File: src/rtl/conv_seq_ctrl.sv
// conv_seq_ctrl: byte-stream sequencer for the 8x8x1 -> 6x6x3 conv datapath; define OVERLAP_EN to overlap the next data load with the result drain
module conv_seq_ctrl #(
  parameter int SETTLE_CYC = 4,
  parameter int CNT_W = 16
) (
  input  logic             clk,
  input  logic             rst,
  input  logic             wt_load,
  input  logic             in_valid,
  output logic             in_ready,
  input  logic [7:0]       in_data,
  output logic [511:0]     data_lin,
  output logic [215:0]     weight_lin,
  input  logic [863:0]     conv_lin,
  output logic             out_valid,
  input  logic             out_ready,
  output logic [7:0]       out_data,
  output logic             out_last,
  output logic             weight_ok,
  output logic             busy,
  output logic [CNT_W-1:0] pic_cnt
);
  localparam int SW = $clog2(SETTLE_CYC + 1);
  typedef enum logic [2:0] {IDLE, LOAD_W, LOAD_D, WAIT, DRAIN} state_t;
  state_t state;
  logic [4:0] wi;
  logic [5:0] di;
  logic [6:0] k;
  logic [SW-1:0] cnt;
  logic [863:0] cap;
  logic out_busy;
`ifdef OVERLAP_EN
  assign out_valid = out_busy;
  assign busy = (state != IDLE) | out_busy;
`else
  assign out_valid = state == DRAIN;
  assign busy = state != IDLE;
`endif
  assign in_ready = state == LOAD_W || state == LOAD_D;
  assign out_data = cap[k*8 +: 8];
  assign out_last = out_valid && k == 7'd107;
  // main sequencer: assemble weights/data, settle, capture results and (serial mode) drain them
  always_ff @(posedge clk or posedge rst) begin
    if (rst) begin
      state <= IDLE;
      wi <= '0;
      di <= '0;
      k <= '0;
      cnt <= '0;
      cap <= '0;
      out_busy <= 1'b0;
      data_lin <= '0;
      weight_lin <= '0;
      weight_ok <= 1'b0;
      pic_cnt <= '0;
    end else begin
      case (state)
        IDLE: begin
          state <= wt_load ? LOAD_W : weight_ok ? LOAD_D : IDLE;
          if (wt_load) weight_ok <= 1'b0;
        end
        LOAD_W: if (in_valid) begin
          weight_lin[wi*8 +: 8] <= in_data;
          wi <= (wi == 5'd26) ? 5'd0 : wi + 5'd1;
          if (wi == 5'd26) begin
            weight_ok <= 1'b1;
            state <= IDLE;
          end
        end
        LOAD_D: if (in_valid) begin
          data_lin[di*8 +: 8] <= in_data;
          di <= di + 6'd1;
          if (di == 6'd63) begin
            cnt <= SW'(SETTLE_CYC - 1);
            state <= WAIT;
          end
        end
`ifdef OVERLAP_EN
        WAIT: if (cnt != '0) cnt <= cnt - 1'b1;
        else if (!out_busy) begin
          cap <= conv_lin;
          k <= '0;
          out_busy <= 1'b1;
          state <= IDLE;
        end
`else
        WAIT: if (cnt != '0) cnt <= cnt - 1'b1;
        else begin
          cap <= conv_lin;
          k <= '0;
          state <= DRAIN;
        end
`endif
        DRAIN: if (out_ready) begin
          k <= (k == 7'd107) ? 7'd0 : k + 7'd1;
          if (k == 7'd107) begin
            pic_cnt <= pic_cnt + 1'b1;
            state <= IDLE;
          end
        end
        default: state <= IDLE;
      endcase
`ifdef OVERLAP_EN
      if (out_busy && out_ready) begin
        k <= (k == 7'd107) ? 7'd0 : k + 7'd1;
        if (k == 7'd107) begin
          out_busy <= 1'b0;
          pic_cnt <= pic_cnt + 1'b1;
        end
      end
`endif
    end
  end
endmodule

File: config.mk
export PLATFORM = sky130hd
export DESIGN_NAME = conv_seq_ctrl
export DESIGN_NICKNAME = d
export VERILOG_FILES = /design/src/rtl/conv_seq_ctrl.sv
export SDC_FILE = /design/constraint.sdc
export NUM_CORES = 2
export LEC_CHECK = 0
export CAP_MARGIN = 40
export CORE_AREA = 2 2 636 638
export CTS_CLUSTER_DIAMETER = 100
export DETAILED_ROUTE_END_ITERATION = 16
export DIE_AREA = 0 0 638 640
export MAX_ROUTING_LAYER = met4
export PLACE_DENSITY = 0.38
export SLEW_MARGIN = 10
export SYNTH_ARGS = -nofsm -noshare
export SYNTH_HDL_FRONTEND = slang
export SYNTH_SLANG_ARGS = --single-unit
File: constraint.sdc
create_clock -name clk -period 55.7 [get_ports clk]
set_clock_uncertainty 0.05 [all_clocks]
set_input_delay 11.14 -clock clk [delete_from_list [all_inputs] [get_ports clk]]
set_output_delay 11.14 -clock clk [all_outputs]
set_load 0.02 [all_outputs]
==> reports/metrics.cfg <==
[grt]
groute.usage.overall_pct=19.15
overflow=0
grt_max_degree=199
grt_pass1_wl_microns=530600
antenna_found_initial=63
first_global_vias=62770

[timing]
setup_violations=0
post-route-min-period_ns=17.02
final_hold_viol_count=0
rsz0062_at_grt=no
max_freq_mhz=58.76
slew_viol_final=0
tns_ns=0
tightest_slew_ns=1.163
slew_headroom_pct=22.44
period_share_pct=30.55
finalWorstSetupSlack_ns=38.68

[cells_and_area]
nets=9332
final_util_pct=25.47
stdcell_count=13950
area_growth_pct=43.06
fill_cells=42680
drive_gt1_share_pct=15.54

[drt]
viasPerCell=4.225
drcViolationCount=0
drt_iter0_drc=4119
wl_per_cell_microns=28.16
dr.pass1.iters=6
via_count=58920
met2_length_microns=212100
finalWirelength_microns=392700
met1_length_microns=143000
top_layer_used=met4
ant_nets=0
dr_wl_met3_microns=18340

[critical_path]
path_max_fanout=43
crit_type=flop to output pin
cp_common_cell=buf_4
worstReg2RegStart=cnt[0]
slowest_stage=clkdlybuf4s50_1
critPathMaxStageDelay_ns=0.84
cp.arrival_ns=5.83
worstPathRequired_ns=44.51
path_cells=buf_4 > buf_4 > mux4_2 > nand2_1 > a21oi_1 > buf_6 > o221ai_1 > a32oi_1 > clkdlybuf4s50_1
crit_buf_inv=4
critPathTopFamily=buffers and inverters
r2r_slack_ns=51.04
start_kind=flop
endpoint_kind=output pin
crit_start=k[1]

[placed_design]
dp_slack_ns=38.26
dp_cells=13510
io_buffers=1633
place_hpwl_microns=310100
gp_congestion=0.8453

[synthesis]
synth-edff-count=0
synth-async-reset-ratio_pct=100.0
synth_seq_cells=1633
synthTopCellsByArea=dfrtp_1 (57%), nand2_1 (15%), mux2_2 (8.1%)
synth_top_area_share_pct=57.17
syn_avg_cell_area_sq_um=10.43
yosysTopAreaCell=dfrtp_1
syn_nets=7741
ys_types=90
synth_commonest_cells=nand2_1 (2806), dfrtp_1 (1633), mux2_2 (515), clkbuf_1 (321), o21ai_0 (311)
postSynthCellCount=6853
yosysSeqAreaShare_pct=57.17
synth_warnings=0
yosysMostFrequentCell=nand2_1
synth_ff_type=dfrtp_1
netlist_area_sq_mm=0.07148

[clocking]
cts.sinks=1633
cts.path.max_buffers=4
clk_pin_slew_worst_paths_ns=0.06
root_buffer=clkbuf_16
htree_levels=4
clk_latency_ns=0.89
cts_tree=built
cts_resized=0
hold_buffers=0
numCtsBuffers=210
post_cts_buffers=0

[floorplanning]
rows=233
core_sq_mm=0.4014
initial_utilization_pct=17.81
die_height_microns=640
die_area_sq_mm=0.4083
die_w_microns=638
ios=1634

[status]
outcome=finished, final reports clean

[power_and_ir_drop]
powerDensity_mw_per_mm2=33.51
ir_worst_vdd_uv=26.35
p_seq_share_pct=36.3
netSwitchingFraction_pct=31.88
p_switching_mw=1.092
combPwrFrac_pct=21.4
internal_power_mw=2.334
p_leak_nw=42.94
finalPower_mw=3.427
p_clk_share_pct=42.3

[worst_hold_path]
hold_path.class=flop to flop
hp-start=cap[305]

[flow_run]
drv_cap=0

## tightest hold or removal path, stage by stage (launching register included)
cell and delay (ns):
dfrtp_1 0.33, nand2_1 0.05, nand2_1 0.05
## registers in the layout (all words and copies together) (netlist names)
name        cells
di              6
weight_lin    216
pic_cnt        16
cap           864
wi              5
data_lin      512
state           3
k               7
cnt             3
weight_ok       1
## cells by family after synthesis
group	share of synthesized area (%)
AOI/OAI and AO/OA	5.174
xor gates and xnor gates	0.4831
adders and majority gates	0.1925
buffers and inverters	2.776
DFF	57.17
muxes	15.55
and+or+nand+nor	18.66
## worst paths after layout
kind,endpoint,depth (start not counted)
setup / recovery,out_data[0],9
hold / removal,cap[305],2
setup reg to reg,cap[469],12
hold reg to reg,cap[305],2
max in group asynchronous,cap[469],13
min in group asynchronous,pic_cnt[1],3
## metrics by stage
stage               hold slack, ns  area, sq um
global route                0.4329       102300
finish                      0.4176       102300
CTS                         0.4211       101900
floorplan                   0.3901        71490
detailed placement          0.4073        94600
global placement            0.4047        93640
## power groups by stage
stage / Clock (mW) / Sequential (mW) / Combinational, mW
finish: 1.45 / 1.24 / 0.732
global placement: 0 / 1.27 / 0.725
detailed placement: 0 / 1.27 / 0.756
floorplan: 0 / 1.26 / 0.346
global route: 1.54 / 1.25 / 0.774
CTS: 1.50 / 1.25 / 0.758
## routing by layer
metal  vias up  track usage [%]
met5         -                -
li1      26140                -
met4         0            8.466
met3       537            2.966
met2      1877            35.31
met1     30370            20.05
## placed cells by master, fill, tap and decap left out, types with 27 or more instances in the layout
cell,n
nand2_1,2806
dfrtp_1,1628
clkdlybuf4s50_1,1625
mux2_2,515
o21ai_0,310
clkbuf_16,212
mux4_2,174
nor2_1,165
mux2i_1,132
buf_4,124
o41ai_1,56
nand3_1,55
and2_1,52
clkbuf_8,50
diode_2,48
nor3_1,38
inv_1,34
o31ai_1,34
clkinv_2,33
clkbuf_1,32
buf_16,29
and3_1,27
## layout make-up
| type | instances | area (sq um) | area share (%) |
|---|---|---|---|
| multi-input cells | 4746 | 28800 | 28.16 |
| inverters | 39 | 151.4 | 0.1480 |
| flip-flops and latches | 1633 | 40880 | 39.97 |
| diodes | 48 | 120.1 | 0.1175 |
| well taps | 5287 | 6615 | 6.469 |
| clock inverters | 85 | 1184 | 1.157 |
| clock buffers | 294 | 6113 | 5.978 |
| repair buffers | 1814 | 18410 | 18.00 |
Note: power is estimated with default switching activity, not from simulation.
